**src/rtl/pe_pkg.sv**
```systemverilog
// Shared constants and width helpers for the PE input feeder and its FIFO.
// Latency: n/a (compile-time only).
// Backpressure: n/a.
package pe_pkg;

   localparam int PE_DATA_WIDTH = 64;
   localparam int PE_TILE_LEN   = 9;   // 3x3 kernel

   // Read/write pointer width; wraps naturally because DEPTH is a power of two.
   function automatic int ptr_w(input int depth);
      return (depth > 1) ? $clog2(depth) : 1;
   endfunction

   // Occupancy width: must represent 0..DEPTH inclusive.
   function automatic int cnt_w(input int depth);
      return (depth > 0) ? $clog2(depth + 1) : 1;
   endfunction

   // Tile beat counter width, never narrower than one bit.
   function automatic int beat_w(input int tile_len);
      return (tile_len > 1) ? $clog2(tile_len) : 1;
   endfunction

endpackage

```
**src/rtl/pe_input_feeder_if.sv**
```systemverilog
// Handshake bundle between fetch logic, PE input feeder and PE controller.
// Latency: n/a (wires only).
// Backpressure: upstream via o_ready, downstream via pe_ack.
// Ports (slave = feeder side):
//   in : i_valid, i_data, pe_ack
//   out: o_ready, o_valid, o_data, o_last, o_tile_done
interface pe_input_feeder_if
   import pe_pkg::*;
#(
   parameter int DATA_WIDTH = PE_DATA_WIDTH
);
   logic                  i_valid;
   logic [DATA_WIDTH-1:0] i_data;
   logic                  o_ready;
   logic                  o_valid;
   logic [DATA_WIDTH-1:0] o_data;
   logic                  o_last;
   logic                  pe_ack;
   logic                  o_tile_done;

   modport slave (
      input  i_valid, i_data, pe_ack,
      output o_ready, o_valid, o_data, o_last, o_tile_done
   );

   modport master (
      output i_valid, i_data, pe_ack,
      input  o_ready, o_valid, o_data, o_last, o_tile_done
   );
endinterface

```
**src/rtl/pe_fwft_fifo.sv**
```systemverilog
// First-word-fall-through FIFO: storage, pointers and occupancy count.
// Latency: word written in cycle N is at head_o in cycle N+1.
// Backpressure: push ignored when full, pop ignored when empty; no full pass-through.
// Ports: clk, rst (sync, active high), push_i/push_dat_i, pop_i, head_o, count_o.
module pe_fwft_fifo
   import pe_pkg::*;
#(
   parameter int DATA_WIDTH = PE_DATA_WIDTH,
   parameter int DEPTH      = 8
) (
   input  logic                      clk,
   input  logic                      rst,
   input  logic                      push_i,
   input  logic [DATA_WIDTH-1:0]     push_dat_i,
   input  logic                      pop_i,
   output logic [DATA_WIDTH-1:0]     head_o,
   output logic [cnt_w(DEPTH)-1:0]   count_o
);
   localparam int PW = ptr_w(DEPTH);
   localparam int CW = cnt_w(DEPTH);

   logic [DATA_WIDTH-1:0] mem_q [DEPTH];
   logic [PW-1:0]         wr_ptr_q, wr_ptr_d;
   logic [PW-1:0]         rd_ptr_q, rd_ptr_d;
   logic [CW-1:0]         count_q, count_d;
   logic                  full, empty, push, pop;

   assign full  = (count_q == CW'(DEPTH));
   assign empty = (count_q == '0);
   assign push  = push_i && !full;
   assign pop   = pop_i && !empty;

   always_comb begin
      wr_ptr_d = wr_ptr_q;
      rd_ptr_d = rd_ptr_q;
      count_d  = count_q;
      if (push) wr_ptr_d = wr_ptr_q + PW'(1);
      if (pop)  rd_ptr_d = rd_ptr_q + PW'(1);
      if (push && !pop)      count_d = count_q + CW'(1);
      else if (pop && !push) count_d = count_q - CW'(1);
   end

   always_ff @(posedge clk) begin
      if (rst) begin
         wr_ptr_q <= '0;
         rd_ptr_q <= '0;
         count_q  <= '0;
      end else begin
         wr_ptr_q <= wr_ptr_d;
         rd_ptr_q <= rd_ptr_d;
         count_q  <= count_d;
      end
   end

   // Storage is not reset; only words below count are ever presented.
   always_ff @(posedge clk) begin
      if (push) mem_q[wr_ptr_q] <= push_dat_i;
   end

   assign head_o  = mem_q[rd_ptr_q];
   assign count_o = count_q;
endmodule

```
**src/rtl/pe_input_feeder.sv**
```systemverilog
// PE input feeder: buffers operand words and presents them to the PE with tile framing.
// Latency: one cycle from accepted push to o_valid on an empty FIFO.
// Backpressure: o_ready low while full (even if pe_ack); pops one word per pe_ack with o_valid.
// Ports: clk, rst (sync, active high), bus (pe_input_feeder_if.slave);
//   with PE_INPUT_FEEDER_STATS_EN defined also o_stall_cnt (32b) and o_fill (count width).
module pe_input_feeder
   import pe_pkg::*;
#(
   parameter int DATA_WIDTH = PE_DATA_WIDTH,
   parameter int DEPTH      = 8,
   parameter int TILE_LEN   = PE_TILE_LEN
) (
   input  logic                    clk,
   input  logic                    rst,
   pe_input_feeder_if.slave        bus
`ifdef PE_INPUT_FEEDER_STATS_EN
   ,
   output logic [31:0]             o_stall_cnt,
   output logic [cnt_w(DEPTH)-1:0] o_fill
`endif
);
   localparam int CW = cnt_w(DEPTH);
   localparam int BW = beat_w(TILE_LEN);

   logic [CW-1:0]         count;
   logic [DATA_WIDTH-1:0] head;
   logic                  valid, pop, last;
   logic [BW-1:0]         beat_q, beat_d;
   logic                  tile_done_q, tile_done_d;

   pe_fwft_fifo #(
      .DATA_WIDTH (DATA_WIDTH),
      .DEPTH      (DEPTH)
   ) u_fifo (
      .clk        (clk),
      .rst        (rst),
      .push_i     (bus.i_valid),
      .push_dat_i (bus.i_data),
      .pop_i      (bus.pe_ack),
      .head_o     (head),
      .count_o    (count)
   );

   assign valid = (count != '0);
   assign pop   = bus.pe_ack && valid;
   // With TILE_LEN=1 the compare is against 0 and beat never leaves 0,
   // so every valid word is flagged last.
   assign last  = valid && (beat_q == BW'(TILE_LEN - 1));

   always_comb begin
      beat_d      = beat_q;
      tile_done_d = 1'b0;
      if (pop) begin
         tile_done_d = last;
         beat_d      = last ? '0 : beat_q + BW'(1);
      end
   end

   always_ff @(posedge clk) begin
      if (rst) begin
         beat_q      <= '0;
         tile_done_q <= 1'b0;
      end else begin
         beat_q      <= beat_d;
         tile_done_q <= tile_done_d;
      end
   end

   assign bus.o_ready     = (count < CW'(DEPTH));
   assign bus.o_valid     = valid;
   assign bus.o_data      = head;
   assign bus.o_last      = last;
   assign bus.o_tile_done = tile_done_q;

`ifdef PE_INPUT_FEEDER_STATS_EN
   logic [31:0] stall_q, stall_d;

   // Counts cycles a word waits at the PE; sticks at all-ones.
   always_comb begin
      stall_d = stall_q;
      if (valid && !bus.pe_ack && (stall_q != '1)) stall_d = stall_q + 32'd1;
   end

   always_ff @(posedge clk) begin
      if (rst) stall_q <= '0;
      else     stall_q <= stall_d;
   end

   assign o_stall_cnt = stall_q;
   assign o_fill      = count;
`endif
endmodule

```
**src/flat_wrapper.sv**
```systemverilog
// flat-port wrapper written by rule: the top's interface ports become plain ports
module pe_input_feeder_flat import pe_pkg::*;
#(
   parameter int DATA_WIDTH = PE_DATA_WIDTH,
   parameter int DEPTH      = 8,
   parameter int TILE_LEN   = PE_TILE_LEN
)
  (clk, rst, bus_i_valid, bus_i_data, bus_pe_ack, bus_o_ready, bus_o_valid, bus_o_data, bus_o_last, bus_o_tile_done);
  pe_input_feeder_if #(.DATA_WIDTH(DATA_WIDTH)) bus_i ();
  input  logic clk;
  input  logic rst;
  input wire logic [$bits(bus_i.i_valid)-1:0] bus_i_valid;
  input wire logic [$bits(bus_i.i_data)-1:0] bus_i_data;
  input wire logic [$bits(bus_i.pe_ack)-1:0] bus_pe_ack;
  output wire logic [$bits(bus_i.o_ready)-1:0] bus_o_ready;
  output wire logic [$bits(bus_i.o_valid)-1:0] bus_o_valid;
  output wire logic [$bits(bus_i.o_data)-1:0] bus_o_data;
  output wire logic [$bits(bus_i.o_last)-1:0] bus_o_last;
  output wire logic [$bits(bus_i.o_tile_done)-1:0] bus_o_tile_done;
  assign bus_i.i_valid = bus_i_valid;
  assign bus_i.i_data = bus_i_data;
  assign bus_i.pe_ack = bus_pe_ack;
  assign bus_o_ready = bus_i.o_ready;
  assign bus_o_valid = bus_i.o_valid;
  assign bus_o_data = bus_i.o_data;
  assign bus_o_last = bus_i.o_last;
  assign bus_o_tile_done = bus_i.o_tile_done;
  pe_input_feeder #(.DATA_WIDTH(DATA_WIDTH), .DEPTH(DEPTH), .TILE_LEN(TILE_LEN)) u_core (.clk(clk), .rst(rst), .bus(bus_i));
endmodule
```
**config.mk**
```make
export PLATFORM = sky130hd
export DESIGN_NAME = pe_input_feeder_flat
export DESIGN_NICKNAME = d
export VERILOG_FILES = /design/src/rtl/pe_pkg.sv /design/src/rtl/pe_input_feeder_if.sv /design/src/rtl/pe_fwft_fifo.sv /design/src/rtl/pe_input_feeder.sv /design/src/flat_wrapper.sv
export SDC_FILE = /design/constraint.sdc
export NUM_CORES = 1
export LEC_CHECK = 0
export ABC_CLOCK_PERIOD_IN_PS = 10200
export CAP_MARGIN = 40
export CORE_MARGIN = 4
export CORE_UTILIZATION = 49
export CTS_BUF_LIST = sky130_fd_sc_hd__clkbuf_2 sky130_fd_sc_hd__clkbuf_4 sky130_fd_sc_hd__clkbuf_8
export DETAILED_ROUTE_END_ITERATION = 10
export PLACE_DENSITY_LB_ADDON = 0.1
export SETUP_SLACK_MARGIN = 0.4
export SYNTH_ARGS = -nofsm -noshare
export SYNTH_HDL_FRONTEND = slang
export SYNTH_HIERARCHICAL = 1
export SYNTH_SLANG_ARGS = --single-unit
```
**constraint.sdc**
```tcl
create_clock -name clk -period 10.2 [get_ports clk]
set_input_delay 1.53 -clock clk [delete_from_list [all_inputs] [get_ports clk]]
set_output_delay 1.53 -clock clk [all_outputs]
set_load 0.005 [all_outputs]
```
== Word level (Yosys, flattened, before mapping) ==
Memories as Yosys holds them, arrays and structs flattened. A register that Yosys moved wholly into a read port is not among the register bits.
Index checks and enable logic that the tools add are counted.
Storage, ports and cells
  register bits: 15
  bits in writable memories: 512
  input bits: 68
  output and inout bits: 68
  word-level logic and storage cells: 36
  memories: 1
Cells by class
  add/subtract/negate cells: 5
  order comparisons: 1
  equal/unequal tests: 2
  mux-type cells: 7
  bitwise logic cells: 1
  reductions and logical operators: 14
Memory list
  u_core.u_fifo.mem_q: words 8, width 64, rd ports 1, clocked after memory_dff 1, wr ports 1, line pe_fwft_fifo.sv:22  | logic [DATA_WIDTH-1:0] mem_q [DEPTH];
Operator list (number)
  4-bit 2-to-1 mux: 3
  4-bit by 1-bit adder with 4-bit output, second input constant: 2
  4-bit == test, second input constant: 2
  3-bit by 1-bit adder with 3-bit output, second input constant: 2
  1-bit logical AND: 6
  3-bit 2-to-1 mux: 2
  1-bit logical NOT: 4
  4-bit logical NOT: 1
  4-bit less-than comparator, second input constant: 1
  4-bit nonzero test: 1
  4-bit by 1-bit subtractor with 4-bit output, second input constant: 1
  1-bit 2-to-1 mux: 2
  2-bit nonzero test: 1
  2-bit OR reduction: 1
  1-bit NOT: 1

== Longest topological paths before layout ==
  word-level depth: 7
  gate-level depth with buffers: 10
  gate-level depth less buffers: 10

== Modules after synthesis ==
The synthesis kept the hierarchy.
Modules (own cells, without submodules)
  pe_fwft_fifo: instances 1, cells an instance 811, area an instance 19850.3 um2, seq. area each 15635.0 um2
  pe_input_feeder: instances 1, cells an instance 30, area an instance 277.8 um2, seq. area each 100.1 um2

== Least setup slack after synthesis ==
No wires, ideal clock.
  path type: in2reg
  start: input bus_i_valid
  end: memory u_core/u_fifo/mem_q[0][0] (netlist bit) (enable)
  setup time: 0.644 ns
  arrival: 7.672 ns
  setup slack: 1.884 ns
  stages on the path: 2
  path buffers: 0
  cell sequence: o21ai_2 nor4_1
Between the ends
  cells in the longest elaborated chain, start to end: 3
Ends and longest elaborated chain
  start: declaration: line flat_wrapper.sv:12  | input wire logic [$bits(bus_i.i_valid)-1:0] bus_i_valid;
  1-bit logical AND: line pe_fwft_fifo.sv:30  | assign push = push_i && !full;
  1-bit 2-to-1 mux: line pe_fwft_fifo.sv:57  | if (push) mem_q[wr_ptr_q] <= push_dat_i;
  1-bit 2-to-1 mux (implied by the code): line pe_fwft_fifo.sv:57
  end: declaration: line pe_fwft_fifo.sv:22
No other way between the ends.

==> metrics.txt <==
TritonCTS clock tree yes; Detailed Place HPWL 19900 um; CTS buffer count 83; DIE HEIGHT 211 um; total power 5630 uW; min Tclk post-route 5080 ps; Post-synth ARST share 0%; skew final 25.4 ps; IO Pins 136; synthesized area 20100 sq um; cell row count 73; DR DRC count 0; most common cell after layout, fill and taps aside edfxtp_1; CTS resizes 0; sequential element share of the synthesized area 78.2%; Synth Area in Simple Gates 0.964%; max-slew violations 0; fin nets 1123; max incr delay on CP 650 ps; critical path launch point type register; crit-path cells buf_4 > buf_4 > mux4_2 > mux2_2 > clkdlybuf4s50_1; initial core utilization 50.1%; Synth-to-Final Area Change 18.1%; area of the core 40200 sq um; clock slew at reported path FFs 60 ps; Post-synth EDFFs 512; Place WS 5660 ps; layout cells sized above 1 32.1%; total gr overflow 0; first-pass GRT wire length 58300 um; worst-margin pin slew 939 ps; Hold Vio Cnt, Final 0; multiplexer share of the synthesized area 18.1%; f_max 0.197 GHz; most frequent CP cell buf_4; Initial DRC Count 671; max capacitance violation total 0; postcts setup bufs 0; period utilisation layout 49.8%; placed inst area 22200 sq um; Avg WL per Cell 23.2 um; vias in the first global route 9629; Post-Syn Nets 917; Post-Synth XOR/XNOR Area 0.261%; hold buffers post-CTS 0; PwrDens 237 nW/um^2; Lkg Pwr 0.00744 uW; die area 44400 sq um; GRT Overall Usage 17.6%; Mapped Cells 841; Die W 211 um; Root Buffer clkbuf_8; Avg Cell Area, Syn 23.9 sq um; Post-DRT Antenna Nets 0; Worst EP required 8670 ps; kind of critical path reg -> out; adder-cell share of the synthesized area 0.535%; Setup TNS 0 ps; final setup violation count 0; unrepaired setup endpoints after global routing no; critical path data arrival time 3550 ps; FILL cells 2894; R2R Path Start u_core/u_fifo/count_o[1]; post-route cell area 23800 sq um; Hold Slack 505 ps; ys flop type edfxtp_1; via count 8978; port bufs 135; Crit. End Element primary output; largest net degree at the start of global routing 111; Pre-antenna DRT Iters 4; Worst-Skew Late Latency 620 ps; Yosys cell types 34; post-route setup slack 5120 ps; maximum clock path buffer count 3; Routability Congestion 0.699; peak supply drop 0.205 mV; routed vias/inst 5.49; post-synthesis compound-gate area fraction 0.615%; Slew HR 37.4%; largest family of logic cells by synthesized area multiplexers; Synth Warn # 6; status complete, no violations; initial antenna violation count 2; CTS H-tree depth 3; Yosys reg bits 530; critical path's slowest cell dfxtp_4; CP max FO 41; commonest cells after routing, fill and taps aside edfxtp_1, clkdlybuf4s50_1, mux4_2, clkbuf_8, mux2_2; total wire length 37900 um; hold path startpoint u_core/beat_q[0]; Sink Count 530; Hold WC Path Type reg -> reg
[sequential cells by signal, summed over array words and instances (netlist names), named ones only]
signal	count
u_core/bus.o_tile_done	1
u_core/u_fifo/wr_ptr_q	3
u_core/beat_q	4
u_core/u_fifo/rd_ptr_q	3
u_core/u_fifo/count_o	4
u_core/u_fifo/mem_q	512
[power by group]
group,internal (uW),total [uW],switching (uW)
Combinational,807,1350,545
Sequential,2540,2620,78.6
Clock,904,1660,754
Total,4250,5630,1380
[cells in the mapped netlist (2+ instances only)]
cell,number,share of area (%)
clkbuf_1,12,0.22
ha_1,7,0.44
xor2_1,3,0.13
o21ai_0,2,0.050
nor4_1,2,0.062
a31oi_1,2,0.062
edfxtp_1,512,76
nand3_1,2,0.050
mux4_2,128,14
mux2_2,65,3.6
nand2_1,7,0.13
buf_6,12,0.67
a21oi_1,5,0.12
dfxtp_1,18,1.8
or4b_1,2,0.099
nor3_1,4,0.099
buf_1,8,0.15
nor2_1,19,0.35
buf_4,2,0.075
buf_2,3,0.075
inv_1,8,0.15
xnor2_1,3,0.13
nand2b_1,2,0.062
mux2i_1,3,0.15
[path summary, 6_finish.rpt]
check	end	slack, ps	depth (start not counted)
worst max-delay path	bus_o_data[0]	5120	5
worst min-delay path	u_core/beat_q[0]	500	2
worst max register to register	u_core/u_fifo/mem_q[5][63]	7150	7
worst min register to register	u_core/beat_q[0]	500	2
[per-stage QoR]
stage	utilization, %	instances
5_1_grt	59.1	1634
3_3_place_gp	55.0	1483
6_report	59.2	1635
3_5_place_dp	55.3	1487
4_1_cts	59.1	1634
2_1_floorplan	-	841
[worst max-delay path: cells and delay by family (launching register included)]
family | cells | cell delay (ps)
buf+inv | 3 | 1600
mux | 2 | 670
flops | 1 | 650
[area by class of cell]
class / count / area [sq um] / area share [%]
sequential: 530 / 15700 / 66.2
multi-input combinational: 266 / 4170 / 17.5
timing repair buffer: 158 / 1610 / 6.77
clock buffer: 120 / 1450 / 6.08
tap: 525 / 657 / 2.76
clock inverter: 27 / 111 / 0.468
inverter: 8 / 30.0 / 0.126
antenna: 1 / 2.50 / 0.0105
[routing by layer]
layer | vias up | GRT usage, % | wire length, um | share of wire [%]
met2 | 190 | 27.3 | 18400 | 49
met5 | - | 0 | 25 | 0.066
met3 | 60 | 4.25 | 2180 | 5.8
li1 | 3995 | - | - | -
met4 | 4 | 5.88 | 724 | 1.9
met1 | 4729 | 24.9 | 16500 | 44
[kinds of logic after synthesis]
group / after synthesis
adder cells (fa/ha/maj): 8
flip-flops: 530
XOR/XNOR: 6
AND/OR/NAND/NOR: 41
multiplexers: 196
buffers and inverters: 45
AO/OA/AOI/OAI: 15
Note: power is estimated with default switching activity, not from simulation.
